$ cat config.mk
export PLATFORM = sky130hd
export DESIGN_NAME = regfile_param
export DESIGN_NICKNAME = d
export VERILOG_FILES = /design/src/rtl/regfile_param.sv
export SDC_FILE = /design/constraint.sdc
export NUM_CORES = 1
export LEC_CHECK = 0
export BUFFER_PORTS_ARGS = -buffer_cell sky130_fd_sc_hd__buf_2
export CAP_MARGIN = 20
export CORE_MARGIN = 2
export CORE_UTILIZATION = 45
export DETAILED_ROUTE_END_ITERATION = 10
export GPL_TIMING_DRIVEN = 0
export HOLD_SLACK_MARGIN = 0.15
export PLACE_DENSITY = 0.68
export SETUP_SLACK_MARGIN = 0.1
export SLEW_MARGIN = 30
export SYNTH_ARGS = -nofsm -noshare
export SYNTH_HDL_FRONTEND = slang
export SYNTH_SLANG_ARGS = --single-unit
$ cat constraint.sdc
create_clock -name CLK -period 5.35 [get_ports CLK]
set_input_delay 0.2675 -clock CLK [delete_from_list [all_inputs] [get_ports CLK]]
set_output_delay 0.2675 -clock CLK [all_outputs]
set_load 0.05 [all_outputs]
$ cat src/rtl/regfile_param.sv
// Parametrised 2-read/1-write register file with registered read ports,
// out-of-range detection and a clear sweep FSM. Optional macro: REGFILE_BYPASS_EN.
module regfile_param #(
  parameter int WIDTH = 13,
  parameter int DEPTH = 6,
  parameter int AW    = 3
) (
  input  logic             CLK,
  input  logic             RST,
  input  logic             WR,
  input  logic [AW-1:0]    WA,
  input  logic [WIDTH-1:0] LD_DATA,
  input  logic             RD,
  input  logic [AW-1:0]    RP,
  input  logic [AW-1:0]    RQ,
  input  logic             CLR_REQ,
  output logic [WIDTH-1:0] DATAP,
  output logic [WIDTH-1:0] DATAQ,
  output logic             VALID,
  output logic             BUSY,
  output logic             ERR,
  output logic             dbg_state
);

  // Handshake: RD/WR are single-cycle strobes honoured only while BUSY=0;
  // VALID is high for exactly the cycle after an accepted RD.

  typedef enum logic {ST_IDLE = 1'b0, ST_SWEEP = 1'b1} state_t;

  localparam logic [AW:0]   DEPTH_LIM = (AW+1)'(DEPTH);
  localparam logic [AW-1:0] LAST_PTR  = AW'(DEPTH - 1);

  state_t           state, next_state;
  logic [AW-1:0]    ptr;
  logic [WIDTH-1:0] mem [DEPTH];

  logic             idle, wa_in, rp_in, rq_in, wr_ok, rd_ok, oor_hit;
  logic             mem_we;
  logic [AW-1:0]    mem_wa;
  logic [WIDTH-1:0] mem_wd, rd_p, rd_q;

  assign idle      = (state == ST_IDLE);
  assign BUSY      = (state == ST_SWEEP);
  assign dbg_state = state;

  assign wa_in   = {1'b0, WA} < DEPTH_LIM;
  assign rp_in   = {1'b0, RP} < DEPTH_LIM;
  assign rq_in   = {1'b0, RQ} < DEPTH_LIM;
  assign wr_ok   = idle && WR && wa_in;
  assign rd_ok   = idle && RD;
  assign oor_hit = idle && ((WR && !wa_in) || (RD && (!rp_in || !rq_in)));

  always_comb begin
    next_state = state;
    if (state == ST_SWEEP) begin
      if (ptr == LAST_PTR) next_state = ST_IDLE;
    end else if (CLR_REQ) begin
      next_state = ST_SWEEP;
    end
  end

  always_ff @(posedge CLK) begin
    if (RST) begin
      state <= ST_SWEEP;
      ptr   <= '0;
    end else begin
      state <= next_state;
      if (state == ST_SWEEP) ptr <= (ptr == LAST_PTR) ? '0 : ptr + 1'b1;
      else                   ptr <= '0;
    end
  end

  // Single write port shared by the sweep and normal writes; storage has no reset.
  assign mem_we = !RST && (BUSY || wr_ok);
  assign mem_wa = BUSY ? ptr : WA;
  assign mem_wd = BUSY ? '0 : LD_DATA;

  always_ff @(posedge CLK) begin
    if (mem_we) mem[mem_wa] <= mem_wd;
  end

`ifdef REGFILE_BYPASS_EN
  // Write-first: a same-cycle write to the read address is forwarded.
  assign rd_p = (wr_ok && RP == WA) ? LD_DATA : mem[RP];
  assign rd_q = (wr_ok && RQ == WA) ? LD_DATA : mem[RQ];
`else
  // Read-first: the old contents are returned; the new value shows next read.
  assign rd_p = mem[RP];
  assign rd_q = mem[RQ];
`endif

  always_ff @(posedge CLK) begin
    if (RST) begin
      DATAP <= '0;
      DATAQ <= '0;
      VALID <= 1'b0;
      ERR   <= 1'b0;
    end else begin
      VALID <= rd_ok;
      if (rd_ok) begin
        DATAP <= rp_in ? rd_p : '0;
        DATAQ <= rq_in ? rd_q : '0;
      end
      if (oor_hit) ERR <= 1'b1;
    end
  end

endmodule

==> results of run 1 <==
==> flip-flops by register name, indices dropped and copies added, names as in the netlist <==
register / count
VALID: 1
BUSY: 1
DATAQ: 13
ptr: 3
mem: 78
ERR: 1
DATAP: 13
==> layer usage <==
metal,vias to the layer above,track usage
met5,-,0
met4,0,0.0824
met3,21,0.0356
met2,130,0.377
met1,1592,0.280
li1,1498,-
==> layout make-up <==
type | instances | area [µm²]
inverter | 5 | 18.8
buffer | 26 | 188
sequential | 110 | 2980
clock inverter | 5 | 57.6
multi-input combinational | 211 | 1740
timing repair buffer | 58 | 335
clock buffer | 11 | 131
tap | 140 | 175
fill | 974 | 5120
==> worst max-delay path by stage <==
stage / startpoint / endpoint / depth (start not counted)
4_1_cts: BUSY / mem[2][11] / 4
3_5_place_dp: BUSY / mem[2][9] / 4
5_1_grt: BUSY / mem[2][11] / 4
2_1_floorplan: BUSY / mem[0][0] / 4
3_3_place_gp: BUSY / mem[4][9] / 4
6_report: BUSY / mem[2][6] / 4
==> synthesized netlist by cell type (all sizes together) <==
| library cell | instances |
|---|---|
| or3b | 1 |
| ha | 2 |
| o21ai | 1 |
| a41oi | 1 |
| clkbuf | 4 |
| edfxtp | 78 |
| o211ai | 2 |
| nor2 | 12 |
| dfxtp | 32 |
| nor2b | 14 |
| a32oi | 1 |
| and2b | 2 |
| a32o | 26 |
| mux2i | 79 |
| a21boi | 1 |
| a22o | 1 |
| buf | 22 |
| nand3 | 2 |
| nor3 | 2 |
| a22oi | 26 |
| nand2 | 29 |
| a31oi | 2 |
| mux2 | 1 |
| a21oi | 4 |
| inv | 5 |
| nor3b | 2 |
==> metrics by stage <==
| step | setup slack (ns) | hold WS, ns |
|---|---|---|
| finish | 2.65 | 0.229 |
| global route | 2.50 | 0.241 |
| CTS | 2.62 | 0.224 |
| detailed placement | 2.64 | 0.448 |
| global placement | 2.29 | 0.446 |
| floorplan | 2.96 | 0.337 |
==> power breakdown <==
group	switching, mW	internal [mW]
Clock	0.276	0.217
Sequential	0.0122	0.931
Combinational	0.0985	0.0618
Total	0.387	1.21
==> logic make-up after synthesis <==
family	count (synthesis)
AO/OA/AOI/OAI	65
adder cells (fa/ha/maj)	2
buffers and inverters	31
flip-flops	110
multiplexers	80
AND/OR/NAND/NOR	64
==> critical path: cells and delay by family (launching register included) <==
| family | cells | cell delay [ns] |
|---|---|---|
| buffers and inverters | 2 | 0.88 |
| AND/OR/NAND/NOR | 1 | 0.80 |
| AO/OA/AOI/OAI | 1 | 0.26 |
| flip-flops | 1 | 0.38 |
==> results.json, run 1 <==
{
  "boundaryPins": 57,
  "post_dp_cell_area_um2": 5420,
  "drv_slew": 0,
  "n_antenna_cell": 0,
  "hold_buffers": 2,
  "worstSetupEndpointType": "flop",
  "stdcell_count": 566,
  "cts.htree.levels": 3,
  "die_w_um": 108,
  "route.vias.total": 3241,
  "synthMuxAreaShare": 0.163,
  "ys_types": 32,
  "drive_above_1_share": 0.277,
  "netlist_top_cells_area": "edfxtp_1 48%, mux2i_1 16%, dfxtp_1 13%",
  "insertion_delay_ns": 0.38,
  "power.total_mw": 1.60,
  "synthAdderAreaFrac": 0.00510,
  "synth_top_family_by_area": "multiplexers",
  "synth_nets": 381,
  "ant_nets": 0,
  "place_inst": 548,
  "reg2reg_to": "mem[2][6]",
  "place_hpwl_um": 8110,
  "grt_pass1_vias": 3327,
  "synthSimpleGateAreaFrac": 0.0637,
  "core_um2": 10700,
  "num_rows": 38,
  "arrival_ns": 2.70,
  "cts_sinks": 110,
  "synth-xor-area-share": 0,
  "final_cell_area_um2": 5620,
  "r2r_slack_ns": 2.65,
  "routed_via_density": 5.73,
  "grt_pass1_wl_um": 18300,
  "hold_start": "WR",
  "cts_buffer_depth": 2,
  "gp_congestion": 0.782,
  "nets": 450,
  "topRoutingLayerUsed": "met4",
  "cap_violations": 0,
  "hold_violations": 0,
  "syn_area_per_cell_um2": 13.9,
  "cts-resized-gates": 0,
  "start_util": 0.457,
  "crit_path_max_fanout": 13,
  "area_growth_pct": 14.6,
  "grt_usage": 0.220,
  "min_period_ns": 2.70,
  "cpMaxStageDelayCell": "nor2_2",
  "whs_path_depth": 3,
  "cts_tree": "yes",
  "r2r_cells": 4,
  "fp.dieH_um": 108,
  "wl_met3_um": 728,
  "die_area_um2": 11800,
  "overflow": 0,
  "cts-root-buf": "clkbuf_8",
  "powerDensity_nw_per_um2": 284,
  "rsz0062_at_grt": "no",
  "peakVddDrop_mv": 0.113,
  "r2r-start": "BUSY",
  "setup_tns_ns": 0,
  "syn_area_um2": 4910,
  "wire_per_inst_um": 22.0,
  "worst_setup_path_start_kind": "flop",
  "dr_wl_met2_um": 6230,
  "drc": 0,
  "synth-seq-cells": 110,
  "syn_inst": 352,
  "cts.clk_slew.worst_paths_ns": 0.10,
  "power.leakage_nw": 2.32,
  "io_buffers": 51,
  "status": "completed",
  "required_ns": 5.35,
  "worst_slew_pin_slew_ns": 0.946,
  "min_to": "ERR",
  "mostFrequentLayoutCells": "79 x mux2i_1, 78 x edfxtp_1, 57 x buf_2",
  "firstDrtPassIters": 5,
  "crit_chain": "buf_2, clkbuf_1, a31oi_1, nor2_2",
  "layout_commonest_cell": "mux2i_1",
  "max_clock_freq_ghz": 0.371,
  "period_share": 0.504,
  "antenna_found_initial": 0,
  "post-route-util": 0.523,
  "grt_start_max_net_pins": 18,
  "m1WireLength_um": 5220,
  "wirelength_um": 12400,
  "synth_compound_area_frac": 0.118,
  "post_cts_buffers": 0,
  "synth.largest_area_cell": "edfxtp_1",
  "cpPeakStageDelay_ns": 0.80,
  "synth_top_area_share": 0.477,
  "seq_area_frac_synth": 0.608,
  "worstHoldPathType": "input pin to flop",
  "finClkSkew_ns": 0.00965,
  "setup_violations": 0,
  "timing.slew.headroom": 0.369,
  "ys_warn_count": 0,
  "crit_type": "flop to flop",
  "first_iter_violations": 256,
  "numCtsBuffers": 9
}
(Power assumes the default switching activity.)
==> inputs of run 2 (changes only) <==
--- a/config.mk
+++ b/config.mk
@@ -12,7 +12,7 @@
 export DETAILED_ROUTE_END_ITERATION = 10
 export GPL_TIMING_DRIVEN = 0
 export HOLD_SLACK_MARGIN = 0.15
-export PLACE_DENSITY = 0.68
+export PLACE_DENSITY = 0.71
 export SETUP_SLACK_MARGIN = 0.1
 export SLEW_MARGIN = 30
 export SYNTH_ARGS = -nofsm -noshare
==> constraint.sdc (replaced) <==
create_clock -name CLK -period 2.4 [get_ports CLK]
set_input_delay 0.12 -clock CLK [delete_from_list [all_inputs] [get_ports CLK]]
set_output_delay 0.12 -clock CLK [all_outputs]
set_load 0.05 [all_outputs]
==> run 2 against run 1 <==
  * Register-to-register slack got worse by 2.4 ns
  * Sequential power is 120% higher
  * Critical path depth up 1
  * Combinational power increased by 130%
  * Die area unchanged
  * Core utilization up 1.3 points
  * Total power up 130%
  * Worst setup slack got worse by 2.4 ns
  * Count of clock-buffer cells in the layout grew 1
  * Clock power grew to 2.5 times the previous value
==> results.json, run 2 (synthesized netlist as in run 1, its figures left out) <==
{
  "routed_via_density": 5.75,
  "finClkSkew_ns": 0.0120,
  "cts_sinks": 110,
  "numCtsBuffers": 9,
  "n_antenna_cell": 0,
  "num_rows": 38,
  "insertion_delay_ns": 0.37,
  "cts-root-buf": "clkbuf_8",
  "setup_slack_ns": 0.280,
  "hold_violations": 0,
  "wirelength_um": 12300,
  "fp.dieH_um": 108,
  "min_period_ns": 2.12,
  "topRoutingLayerUsed": "met4",
  "die_w_um": 108,
  "start_util": 0.457,
  "die_area_um2": 11800,
  "period_share": 0.883,
  "arrival_ns": 2.20,
  "place_ws_ns": -0.249,
  "worstHoldPathType": "input pin to flop",
  "largest_register_ffs": 78,
  "multi_input_area_um2": 1770,
  "core_um2": 10700,
  "layout_commonest_cell": "mux2i_1",
  "grt_pass1_wl_um": 18200,
  "nFillCells": 913,
  "power.leakage_nw": 2.38,
  "cts.clk_slew.worst_paths_ns": 0.11,
  "rsz0062_at_grt": "no",
  "drive_above_1_share": 0.288,
  "powerDensity_nw_per_um2": 646,
  "worst_setup_path_start_kind": "flop",
  "required_ns": 2.48,
  "cts.htree.levels": 3,
  "cts_buffer_depth": 2,
  "route.vias.total": 3286,
  "largest-register": "mem",
  "setup_violations": 0,
  "grt_pass1_vias": 3250,
  "grt_usage": 0.216,
  "worst_slew_pin_slew_ns": 0.753,
  "reg_top3": "mem x78, DATAP x13, DATAQ x13",
  "worstSetupEndpointType": "flop",
  "first_iter_violations": 300,
  "overflow": 0,
  "peakVddDrop_mv": 0.282,
  "timing.slew.headroom": 0.498,
  "holdWs_ns": 0.185,
  "firstDrtPassIters": 5,
  "wire_per_inst_um": 21.5,
  "status": "completed",
  "cts_tree": "yes",
  "io_buffers": 51,
  "wl_met3_um": 950,
  "mostFrequentLayoutCells": "79 x mux2i_1, 78 x edfxtp_1, 57 x buf_2",
  "gp_congestion": 0.808,
  "ant_nets": 0,
  "dr_wl_met2_um": 6130,
  "drv_slew": 0,
  "m1WireLength_um": 4890,
  "antenna_found_initial": 0,
  "cap_violations": 0,
  "area_growth_pct": 17.3,
  "nets": 455,
  "max_clock_freq_ghz": 0.472,
  "crit_type": "flop to flop",
  "crit_path_max_fanout": 10,
  "drc": 0,
  "grt_start_max_net_pins": 19,
  "place_hpwl_um": 7880,
  "boundaryPins": 57,
  "ff_latch_area_um2": 2980
}
-- run 2: changes by cell type in the layout (fill, tap and decap cells not counted), moves of 4 or more --
cell           delta
nor2_2            -6
dlygate4sd3_1     +4
clkbuf_1          -4
nor2_4            +6
-- run 2: area by class of cell --
cell class / count / area share
inverter: 5 / 0.00326
tap: 140 / 0.0304
clock inverter: 4 / 0.0102
sequential: 110 / 0.518
clock buffer: 12 / 0.0306
timing repair buffer: 63 / 0.0682
multi-input combinational: 211 / 0.306
buffer: 26 / 0.0330
-- run 2: timing repair --
| item | CTS | global route |
|---|---|---|
| endpoints found under the setup margin | 78 | 22 |
| hold buffers | 6 | 0 |
| setup buffers | 0 | 4 |
| gates cloned | 0 | 0 |
| endpoints found under the hold margin | 8 | 0 |
| gates resized for setup | 8 | 0 |
| pin swaps | 0 | 3 |
-- run 2: where the power goes --
group	switching, mW	total [mW]	internal [mW]
combinational	0.226	0.373	0.147
clock	0.628	1.24	0.617
sequential	0.0267	2.10	2.07
total	0.881	3.72	2.84
-- run 2: path summary, 6_finish.rpt --
check,startpoint,end,slack [ns],cells after the start
max,BUSY,mem[5][4],0.28,5
min,LD_DATA[9],mem[5][9],0.18,2
max reg2reg,BUSY,mem[5][4],0.28,5
min reg2reg,DATAQ[0],DATAQ[0],0.47,1
-- run 2: per-stage QoR --
stage / area [µm²] / total power [mW] / setup TNS, ns / instances / util
CTS: 5710 / 3.72 / 0 / 567 / 0.531
detailed placement: 5380 / 2.48 / -11.83 / 545 / 0.500
floorplan: 4910 / 2.37 / 0 / 352 / -
global route: 5760 / 3.85 / 0 / 571 / 0.536
global placement: 5340 / 2.47 / -36.06 / 543 / 0.497
finish: 5760 / 3.72 / 0 / 571 / 0.536
-- run 2: worst max-delay path, cell delays in order, from the launching register on --
cell      delay (ns)
dfxtp_1         0.39
buf_2           0.26
clkbuf_2        0.35
a32oi_1         0.28
nor2_4          0.34
buf_6           0.21
-- run 2: routing by layer --
layer / up-vias / global-route usage
li1: 1506 / -
met3: 20 / 0.0422
met4: 0 / 0.0916
met2: 149 / 0.356
met1: 1611 / 0.279
met5: - / 0
